### src/rtl/fixed_addsub_cmp.sv
// Registered signed fixed-point adder/subtractor with signed magnitude compare.
// Optional feature: define FIXED_ADDSUB_SATURATE_EN to clamp result on overflow
// instead of wrapping; the overflow flag is raised in both builds.
module fixed_addsub_cmp #(
    parameter int unsigned INTEGER_WIDTH = 2,
    parameter int unsigned DECIMAL_WIDTH = 20,
    parameter int unsigned DATA_WIDTH    = INTEGER_WIDTH + DECIMAL_WIDTH
) (
    input  logic                  clk,
    input  logic                  reset_n,
    input  logic                  clk_en,
    input  logic                  add_sub,
    input  logic [DATA_WIDTH-1:0] dataa,
    input  logic [DATA_WIDTH-1:0] datab,
    output logic [DATA_WIDTH-1:0] result,
    output logic                  overflow,
    output logic                  aeb,
    output logic                  agb
);

    localparam int unsigned FULL_WIDTH = DATA_WIDTH + 1;
    localparam logic [DATA_WIDTH-1:0] MAX_POS = {1'b0, {(DATA_WIDTH-1){1'b1}}};
    localparam logic [DATA_WIDTH-1:0] MIN_NEG = {1'b1, {(DATA_WIDTH-1){1'b0}}};

    logic [FULL_WIDTH-1:0] a_ext_c;
    logic [FULL_WIDTH-1:0] b_ext_c;
    logic [FULL_WIDTH-1:0] sum_c;
    logic                  ovf_c;
    logic [DATA_WIDTH-1:0] res_c;
    logic                  aeb_c;
    logic                  agb_c;

    // Full-precision sum/difference one bit wider than the operands, so the
    // true sign is always available in the top bit.
    always_comb begin
        a_ext_c = {dataa[DATA_WIDTH-1], dataa};
        b_ext_c = {datab[DATA_WIDTH-1], datab};
        if (add_sub) begin
            sum_c = a_ext_c + b_ext_c;
        end else begin
            sum_c = a_ext_c - b_ext_c;
        end
    end

    // Overflow when the two top bits of the wide result disagree; pick the
    // wrapped or clamped narrow result.
    always_comb begin
        ovf_c = sum_c[FULL_WIDTH-1] ^ sum_c[DATA_WIDTH-1];
        res_c = sum_c[DATA_WIDTH-1:0];
`ifdef FIXED_ADDSUB_SATURATE_EN
        if (ovf_c) begin
            res_c = sum_c[FULL_WIDTH-1] ? MIN_NEG : MAX_POS;
        end
`else
        if (ovf_c && (res_c == MAX_POS || res_c == MIN_NEG)) begin
            res_c = sum_c[DATA_WIDTH-1:0];
        end
`endif
    end

    // Signed comparison, independent of add_sub.
    always_comb begin
        aeb_c = (dataa == datab);
        agb_c = ($signed(dataa) > $signed(datab));
    end

    // Output registers: reset dominates, clk_en gates every update.
    always_ff @(posedge clk or negedge reset_n) begin
        if (!reset_n) begin
            result   <= '0;
            overflow <= 1'b0;
            aeb      <= 1'b0;
            agb      <= 1'b0;
        end else if (clk_en) begin
            result   <= res_c;
            overflow <= ovf_c;
            aeb      <= aeb_c;
            agb      <= agb_c;
        end
    end

endmodule

### config.mk
export PLATFORM = sky130hd
export DESIGN_NAME = fixed_addsub_cmp
export DESIGN_NICKNAME = d
export VERILOG_FILES = /design/src/rtl/fixed_addsub_cmp.sv
export SDC_FILE = /design/constraint.sdc
export NUM_CORES = 1
export LEC_CHECK = 0
export CELL_PAD_IN_SITES_DETAIL_PLACEMENT = 1
export CELL_PAD_IN_SITES_GLOBAL_PLACEMENT = 1
export CORE_MARGIN = 4
export CORE_UTILIZATION = 30
export DETAILED_ROUTE_END_ITERATION = 8
export HOLD_SLACK_MARGIN = 0.02
export PLACE_DENSITY_LB_ADDON = 0.1
export SYNTH_ARGS = -nofsm -noshare
export SYNTH_HDL_FRONTEND = slang
export SYNTH_SLANG_ARGS = --single-unit
### constraint.sdc
create_clock -name clk -period 0.8 [get_ports clk]
set_input_delay 0.08 -clock clk [delete_from_list [all_inputs] [get_ports clk]]
set_output_delay 0.08 -clock clk [all_outputs]
set_load 0.02 [all_outputs]
# == Yosys cells after proc, flatten, opt, wreduce, memory -nomap -nowiden ==
# Index checks and enable logic that the tools add are counted.
# op_classes
order_cmp,1
add_sub_neg,2
bitwise_logic,1
mux,1
n_eq_ne,1
# op_table
cell,count
$add 22x22->23,1
$mux 23,1
$sub 22x22->23,1
$eq 22x22->1,1
$gt 22x22->1,1
$xor 1x1->1,1
# word_totals
word_cells,10
in_bits,48
regBits,25
output_inout_bits,25

# == Logic depth before layout (Yosys ltp) ==
# Gate-level depths: netlist of the first run.
# logic_depth
word_depth,3
ltp_mapped,12
depth_no_buf,12

# == Worst setup path after synthesis of the first run ==
# Ideal clock, no wire load.
# synth_path
path_type,input -> register
startpoint,input dataa[0]
endpoint,register result[18]
required_ns,0.675
slack_ns,-1.606
t_arrival_ns,2.280
n_path_buf,0
cell_stages,12
setup_ns,0.125
cell_sequence,inv_1 > ha_1 > inv_1 > fa_1 > a21o_1 > a31o_2 > a2111oi_4 > or3b_1 > a21oi_1 > o41ai_2 > xnor2_1 > mux2_4
# synth_between
elab_chain_len,2
word_cells_on_any_way,3
cone_classes,add/sub (2); mux (1)
# synth_rtl
element,line_no,rtl
start: declaration,13,"input logic [DATA_WIDTH-1:0] dataa,"
$sub 22x22->23 or $add 22x22->23 (tied branches),"41, 39",
$mux 23 *,38,if (add_sub) begin
end signal: assignment,75,result <= res_c;
end: declaration,15,"output logic [DATA_WIDTH-1:0] result,"
# Every way passes the cells marked *; elsewhere a longest branch is shown, timed or not.
# A chain may end at the register's enable or synchronous reset.

# == Worst setup path in the final report of the first run ==
# layout_path
startpoint,input dataa[0]
endpoint,register result[14]
# The elaborated chain is that of the path after synthesis.

==> results_dict.tcl, run 1 <==
set metrics [dict create \
    rrSetupSlack_ns -0.13 \
    crit_arrival_ns 2.49 \
    crit_path_cell_trace "buf_12 -> inv_12 -> ha_4 -> inv_2 -> fa_2 -> a21o_1 -> a31o_4 -> a2111oi_4 -> buf_4 -> o31ai_4 -> a21oi_1 -> o21ai_1 -> xnor2_1 -> mux2_2" \
    routedWlPerCell_um 19.80 \
    areaGrowthSynthToFinish_pct 106.7 \
    fin_util 0.6404 \
    drt_iter0_drc 301 \
    ys_warn_count 0 \
    outcome "finished with violations" \
    cp-start-kind "input port" \
    die_x_um 114.3 \
    num_rows 38 \
    finalSetupViolCount 49 \
    ys_seq_area_frac 0.1846 \
    hold_class "in2async" \
    antenna_found_initial 0 \
    synth_top_area_frac 0.1846 \
    cpPeakStageDelay_ns 0.38 \
    r2r-start "result[18]" \
    ir_worst_vdd_mv 1.526 \
    syn_nets 536 \
    drt_first_pass_iters 4 \
    reg2reg_to "result[18]" \
    cts_max_path_buffers 2 \
    drc 0 \
    numCtsBuffers 3 \
    die_height_um 114.3 \
    synth_area_leaders "dfrtp_1 18%, ha_1 16%, a21oi_1 6.8%" \
    final_max_slew_viol_count 0 \
    yosysMostFrequentCell "inv_1" \
    rsz0062_at_grt "true" \
    critPathMaxFanout 3 \
    place_congestion 0.9526 \
    dp_hpwl_mm 11.89 \
    critPathRequiredTime_ns 0.94 \
    postCtsHoldBufs 0 \
    yosys.cell_types.count 62 \
    clkPwrFrac 0.126 \
    pre_cts_ws_ns -2.308 \
    synth_edf_count 0 \
    netlist_area_um2 3388 \
    vias_per_cell 5.250 \
    fin_ws_ns -1.543 \
    core-area_um2 10940 \
    pwr-share-comb 0.674 \
    grt_pass1_wl_mm 23.89 \
    fin_crit_sh 2.928 \
    grt_start_max_net_pins 26 \
    seq_power_share 0.200 \
    cts.sinks 25 \
    clk_pin_slew_ns 0.07 \
    fin_nets 802 \
    tightest_slew_ns 0.5189 \
    vias 4447 \
    synth.avg_cell_area_um2 7.666 \
    clk_latency_ns 0.25 \
    relSlewSlack 0.6514 \
    max_freq_mhz 426.9 \
    synthesis.instances 442 \
    synth-async-reset-ratio 1.000 \
    critPathTopFamily "compound AO/OA/AOI/OAI gates" \
    hold_ws_ns 0.1808 \
    drive_gt1_frac 0.5700 \
    pin_count 73 \
    grt_usage 0.2263 \
    min_period_ns 2.343 \
    swShare 0.3940 \
    slowest_stage "fa_2" \
    grt_pass1_vias 4556 \
    p_leak_nw 3.161 \
    intPower_mw 5.422 \
    crit_path_end_kind "register" \
    synth-main-ff-cell "dfrtp_1" \
    finalClockSkew_ns 0 \
    antennaDiodeCount 0 \
    h-tree-depth 1 \
    crit_buf_inv 4 \
    violations "negative setup slack" \
    antenna_left 0 \
    start_util 0.3098 \
    power.switching_mw 3.525 \
    die_area_um2 13060 \
    wl_mm 16.77 \
    root_buffer "clkbuf_16" \
    cts_tree "built" \
    grt_remaining_overflow 0 \
    power_density_nw_per_um2 1278 \
    ff2ff_path_depth 2 \
    criticalPathCategory "in2reg" \
    power_mw 8.947 \
    maxCapViolations 0 \
    finalHoldViolCount 0 \
    synth_seq_cells 25 \
    synth_area_leader_cell "dfrtp_1" \
    yosys-top-cells-count "47 x inv_1, 46 x a21oi_1, 44 x ha_1" \
    path_depth 14 \
    port_buffers 72 \
]
power by group through the flow:
stage          logic (mW)  registers [mW]  clock network (mW)
3_5_place_dp         4.78            1.75                   0
3_3_place_gp         4.68            1.74                   0
2_1_floorplan        1.91            2.04                   0
4_1_cts              5.44            1.79                1.16
5_1_grt              6.42            1.82                1.21
6_report             6.03            1.79                1.13
worst register-to-register path, stage by stage, from the launching register on:
cell	delay, ns
dfrtp_1	0.42
buf_4	0.15
mux2_4	0.25
how the worst max path moves through the flow:
stage	start	to	slack [ns]
6_report	dataa[0]	result[14]	-1.54
5_1_grt	dataa[0]	overflow	-1.66
4_1_cts	dataa[0]	result[18]	-1.65
3_5_place_dp	dataa[0]	result[18]	-2.31
3_3_place_gp	dataa[0]	result[18]	-2.25
2_1_floorplan	dataa[0]	result[18]	-1.55
area by class of cell:
type / instances / area [um2]
inverters: 48 / 234.0
fillers: 1239 / 3933
multi-input cells: 347 / 3391
repair buffers: 283 / 2495
clock buffers: 3 / 75.07
well taps: 140 / 175.2
flip-flops and latches: 25 / 625.6
clock inverters: 1 / 7.507
cell usage in the layout, fill, tap and decap left out, types with 4 or more instances in the layout:
cell type,Yosys,routed
a21o_1,11,11
mux2_4,1,7
nor3_1,16,13
ha_4,0,24
xnor2_2,0,4
o21ai_0,22,12
xnor2_1,18,14
a21oi_2,0,7
nor2_2,0,4
a21oi_1,46,37
clkbuf_2,0,8
inv_4,0,5
o21bai_1,6,5
dfrtp_1,25,25
inv_2,1,17
inv_1,47,22
ha_1,44,17
nor2_1,43,37
clkdlybuf4s50_1,0,4
o21ai_1,0,7
nand3_1,9,4
a2111oi_4,1,4
clkdlybuf4s15_1,0,6
a211oi_2,0,5
nand2b_1,9,6
nand4_1,4,4
buf_12,0,8
buf_4,0,179
o21a_1,5,5
o211ai_1,4,4
dlygate4sd2_1,0,14
buf_6,1,58
nand2_1,20,18
cells by family after synthesis:
kind of cell    count (synthesis)  synth area share
xor+xnor                       20           0.05170
buf+inv                        70           0.08124
flops                          25            0.1846
fa+ha+maj                      46            0.1743
mux                            11           0.03656
simple gates                  124            0.1769
compound gates                146            0.2947
through the flow:
stage / cells / setup TNS (ns) / instance area (um2)
floorplan: 442 / -24.43 / 3654
global placement: 798 / -49.45 / 5690
detailed placement: 798 / -50.70 / 5690
CTS: 828 / -31.91 / 6490
global route: 847 / -32.40 / 7003
finish: 847 / -29.99 / 7003
repair_timing:
| action | CTS | global route |
|---|---|---|
| hold endpoints to repair | 0 | 0 |
| gates cloned | 0 | 0 |
| pin swaps | 67 | 64 |
| endpoints found under the setup margin | 50 | 49 |
| resized for setup | 339 | 120 |
| setup buffers | 27 | 22 |
per-layer routing:
metal  wire (um)  share of wire  vias up  GRT usage
met5           0              0        -          0
met4         313          0.019        0    0.03246
met3         836          0.050       28    0.02273
met2        8335           0.50      126     0.3810
met1        7287           0.43     2184     0.3204
li1            -              -     2109          -
registers in the layout (all words and copies together), names as in the netlist:
name	count
aeb	1
overflow	1
result	22
agb	1
Power figures use the tool's default switching activity.
==> run 2, diff against run 1 <==
- clock period: 0.8 -> 2.8 ns (I/O delays scaled with it)
==> run 2 against run 1 <==
The flow now finishes without violations. Design area down 25%. First-iteration DRC count decreased by 27%. Sequential share of layout area grew 3.0 points. Cell count is 13% lower. Critical endpoint is now result[15].
==> results_dict.tcl, run 2 (same netlist as run 1, synthesis figures left out) <==
set metrics [dict create \
    outcome "complete, no violations" \
    crit_arrival_ns 2.87 \
    finalHoldViolCount 0 \
    numCtsBuffers 3 \
    grt_remaining_overflow 0 \
    cts_max_path_buffers 2 \
    power_density_nw_per_um2 386.7 \
    cts_tree "built" \
    dp_hpwl_mm 10.44 \
    critPathMaxFanout 3 \
    grt_start_max_net_pins 37 \
    drc 0 \
    final_cell_mix "99 x buf_4, 54 x clkdlybuf4s50_1, 43 x a21oi_1" \
    drt_first_pass_iters 4 \
    min_period_ns 2.733 \
    grt_pass1_vias 3915 \
    vias 3832 \
    die_area_um2 13060 \
    finalClockSkew_ns 0 \
    antenna_found_initial 0 \
    place_congestion 0.8712 \
    finalSetupTns_ns 0 \
    root_buffer "clkbuf_16" \
    relSlewSlack 0.5686 \
    top_register "result" \
    antenna_left 0 \
    criticalPathCategory "in2reg" \
    ir_worst_vdd_mv 0.3314 \
    cts.sinks 25 \
    post-route-cell-area_um2 5244 \
    critPathRequiredTime_ns 2.94 \
    h-tree-depth 1 \
    grt_pass1_wl_mm 20.22 \
    clk_pin_slew_ns 0.06 \
    slowest_stage "clkdlybuf4s50_1" \
    place_area_um2 4915 \
    num_rows 38 \
    finalSetupViolCount 0 \
    grtUsageMet3 0.01374 \
    crit_path_cell_trace "clkdlybuf4s50_1 -> ha_2 -> nor2b_1 -> or4_4 -> o2111a_1 -> o21ai_2 -> buf_4 -> a211oi_2 -> o32ai_2 -> xnor2_1 -> mux2_2" \
    start_util 0.3098 \
    hold_class "in2async" \
    met1_usage 0.2864 \
    port_buffers 72 \
    die_height_um 114.3 \
    core-area_um2 10940 \
    maxCapViolations 0 \
    top_usage_layer "met2" \
    p_leak_nw 2.347 \
    crit_path_end_kind "register" \
    wl_mm 12.64 \
    antennaDiodeCount 0 \
    critPathTopFamily "compound AO/OA/AOI/OAI gates" \
    fin_crit_sh 0.9759 \
    drive_gt1_frac 0.2668 \
    pin_count 73 \
    vias_per_cell 5.207 \
    cp-start-kind "input port" \
    areaGrowthSynthToFinish_pct 54.76 \
    largest_reg_flops 22 \
    die_x_um 114.3 \
    crit_buf_inv 2 \
    grt_util_met2 0.3021 \
    routedWlPerCell_um 17.17 \
    clk_latency_ns 0.25 \
    final_common_cell "buf_4" \
    max_freq_mhz 366.0 \
    cpPeakStageDelay_ns 0.44 \
    tightest_slew_ns 0.6450 \
    fin_nets 691 \
    grt_usage 0.1893 \
    final_max_slew_viol_count 0 \
    drt_iter0_drc 219 \
]
-- run 2: cell types whose count changed in the layout (fill, tap and decap cells not counted), sizes merged --
cell / before / now
inv: 47 / 48
dlymetal6s2s: 2 / 1
clkdlybuf4s50: 4 / 54
buf: 249 / 100
dlygate4sd2: 14 / 15
clkbuf: 11 / 5
clkinvlp: 2 / 0
clkdlybuf4s15: 6 / 1
-- run 2: final cells by class --
| class | count | area (um2) |
|---|---|---|
| Clock buffer | 4 | 78.83 |
| Fill cell | 1362 | 5692 |
| Inverter | 48 | 180.2 |
| Multi-Input combinational cell | 347 | 2721 |
| Sequential cell | 25 | 625.6 |
| Tap cell | 140 | 175.2 |
| Timing Repair Buffer | 172 | 1463 |
-- run 2: path summary, 6_finish.rpt --
path	slack [ns]	start	endpoint	depth (start not counted)
worst min register to register	0.48	aeb	aeb	2
max in group asynchronous	2.17	reset_n	agb	2
min in group clk	0.48	aeb	aeb	2
worst max-delay path	0.07	dataa[5]	result[15]	11
worst max register to register	2.01	result[18]	result[18]	1
worst min-delay path	0.39	reset_n	result[9]	2
-- run 2: power breakdown --
part	internal, mW	switching (mW)	leakage [nW]
clock network	0.194	0.117	0.0382
registers	0.439	0.0499	0.288
logic	0.608	0.619	2.02
total	1.24	0.787	2.35
-- run 2: through the flow --
stage | instances | hold slack (ns) | power, mW | utilization | setup WS (ns)
after CTS | 733 | 0.4037 | 1.998 | 0.4661 | -0.03897
after global routing | 736 | 0.4291 | 2.162 | 0.4795 | -0.02458
final | 736 | 0.3891 | 2.028 | 0.4795 | 0.06746
after detailed placement | 727 | 0.4755 | 1.655 | 0.4494 | -0.5022
after global placement | 727 | 0.4661 | 1.631 | 0.4494 | -0.4319
after floorplan | 442 | -0.01559 | 1.071 | - | 0.1945
-- run 2: timing repair --
item,4_1_cts,5_1_grt
endpoints found under the hold margin,0,0
setup endpoints to repair,12,10
gates resized for setup,38,28
pin swaps,9,21
hold buffers,0,0
buffers inserted,2,3
-- run 2: layer usage --
metal | share of wire | vias to the layer above
li1 | - | 1887
met1 | 0.51 | 1854
met2 | 0.45 | 83
met3 | 0.041 | 8
met4 | 0.0071 | 0
met5 | 0 | -
==> run 3, diff against run 2 <==
- SETUP_SLACK_MARGIN: unset -> 0.15
==> run 3 against run 2 <==
Global-route usage rose by 0.075 points. Die area unchanged. First-iteration DRC count down 2.3%. Design area is 1.3% higher. Critical path depth unchanged. Highest routed layer unchanged.
==> results_dict.tcl, run 3 (same netlist as run 1, synthesis figures left out) <==
set metrics [dict create \
    num_rows 38 \
    fin_nets 690 \
    port_buffers 72 \
    cp-start-kind "input port" \
    drc 0 \
    p_leak_nw 2.340 \
    antenna_found_initial 0 \
    criticalPathCategory "in2reg" \
    max_freq_mhz 385.0 \
    grt_pass1_wl_mm 20.29 \
    grt_remaining_overflow 0 \
    die_area_um2 13060 \
    top_register "result" \
    crit_path_end_kind "register" \
    min_period_ns 2.598 \
    finalSetupViolCount 0 \
    grt_usage 0.1900 \
    wl_mm 12.75 \
    final_max_slew_viol_count 0 \
    power_density_nw_per_um2 383.7 \
    finalHoldViolCount 0 \
    cts_tree "built" \
    clk_latency_ns 0.25 \
    drive_gt1_frac 0.2857 \
    vias_per_cell 5.203 \
    antennaDiodeCount 0 \
    clk_pin_slew_ns 0.06 \
    instances_no_fill 735 \
    root_buffer "clkbuf_16" \
    pre_cts_ws_ns -0.5022 \
    dp_cells 727 \
    grt_pass1_vias 3915 \
    place_area_um2 4915 \
    cts_max_path_buffers 2 \
    largest_reg_flops 22 \
    drt_first_pass_iters 4 \
    drt_iter0_drc 214 \
    pin_count 73 \
    place_congestion 0.8712 \
    h-tree-depth 1 \
    routedWlPerCell_um 17.34 \
    rrSetupSlack_ns 2.00 \
    ff2ff_path_depth 1 \
    hold_class "in2async" \
    ir_worst_vdd_mv 0.3326 \
    slowest_stage "a2111oi_4" \
    finalClockSkew_ns 0 \
    die_height_um 114.3 \
    fin_ws_ns 0.2023 \
    areaGrowthSynthToFinish_pct 56.83 \
    post-route-cell-area_um2 5314 \
    critPathRequiredTime_ns 2.96 \
    start_util 0.3098 \
    cts.sinks 25 \
    rsz0062_at_grt "true" \
    dp_hpwl_mm 10.44 \
    core-area_um2 10940 \
    outcome "complete, no violations" \
    final_cell_mix "98 x buf_4, 52 x clkdlybuf4s50_1, 44 x a21oi_1" \
    crit_path_cell_trace "dlygate4sd2_1 -> ha_4 -> nand2b_1 -> a2111oi_4 -> nor3_2 -> nor3_1 -> buf_4 -> a21o_1 -> a41oi_2 -> a311o_1 -> o2111ai_1" \
    tightest_slew_ns 0.6206 \
    vias 3824 \
    relSlewSlack 0.5850 \
    postCtsHoldBufs 0 \
    reg2reg_to "result[18]" \
    final_common_cell "buf_4" \
    fin_crit_sh 0.9277 \
    cpPeakStageDelay_ns 0.48 \
    grt_start_max_net_pins 37 \
    r2r-start "result[18]" \
    maxCapViolations 0 \
    die_x_um 114.3 \
    crit_arrival_ns 2.76 \
    critPathMaxFanout 3 \
    numCtsBuffers 3 \
    antenna_left 0 \
]
-- run 3: cell types whose count changed in the layout (fill, tap and decap cells not counted), moves of 3 or more --
cell	change
ha_1	-4
ha_4	+6
nor3_1	-3
nor3_2	+3
-- run 3: worst max path at each step --
stage	from	end	slack [ns]
detailed placement	datab[0]	result[18]	-0.50
finish	dataa[2]	result[20]	0.20
CTS	dataa[7]	result[18]	0.11
floorplan	dataa[0]	result[18]	0.19
global placement	dataa[1]	result[15]	-0.43
global route	dataa[2]	result[20]	0.07
-- run 3: timing repair --
action / in CTS / in global routing
hold endpoints to repair: 0 / 0
setup endpoints to repair: 16 / 11
resized for setup: 64 / 25
setup buffers: 2 / 2
pin swaps: 15 / 13
-- run 3: cell type report --
type	instances	area, um2
fillers	1352	5622
flip-flops and latches	25	625.6
well taps	140	175.2
inverters	48	180.2
repair buffers	171	1444
clock buffers	4	78.83
multi-input cells	347	2810
-- run 3: metal layers --
metal	vias up	track usage	wire (um)
met5	-	0	0
met3	10	0.01374	523
met4	0	0.02375	111
met1	1842	0.2847	6365
met2	85	0.3068	5747
li1	1887	-	-
-- run 3: critical path, delay by kind of cell --
family                   cells  cell delay [ns]
buffers and inverters        2             0.44
adder cells (fa/ha/maj)      1             0.26
AO/OA/AOI/OAI                5             1.24
AND/OR/NAND/NOR              3             0.55
-- run 3: stage by stage --
| stage | hold slack, ns | TNS [ns] | utilization | total power [mW] |
|---|---|---|---|---|
| after detailed placement | 0.4755 | -5.438 | 0.4494 | 1.655 |
| final | 0.3937 | 0 | 0.4859 | 2.039 |
| after CTS | 0.4037 | 0 | 0.4711 | 2.013 |
| after floorplan | -0.01559 | 0 | - | 1.071 |
| after global routing | 0.4299 | 0 | 0.4859 | 2.179 |
| after global placement | 0.4661 | -4.760 | 0.4494 | 1.631 |
-- run 3: where the power goes --
group          switching (mW)  total [mW]  internal (mW)
logic                   0.625        1.24          0.615
clock network           0.116       0.310          0.194
registers              0.0499       0.489          0.439
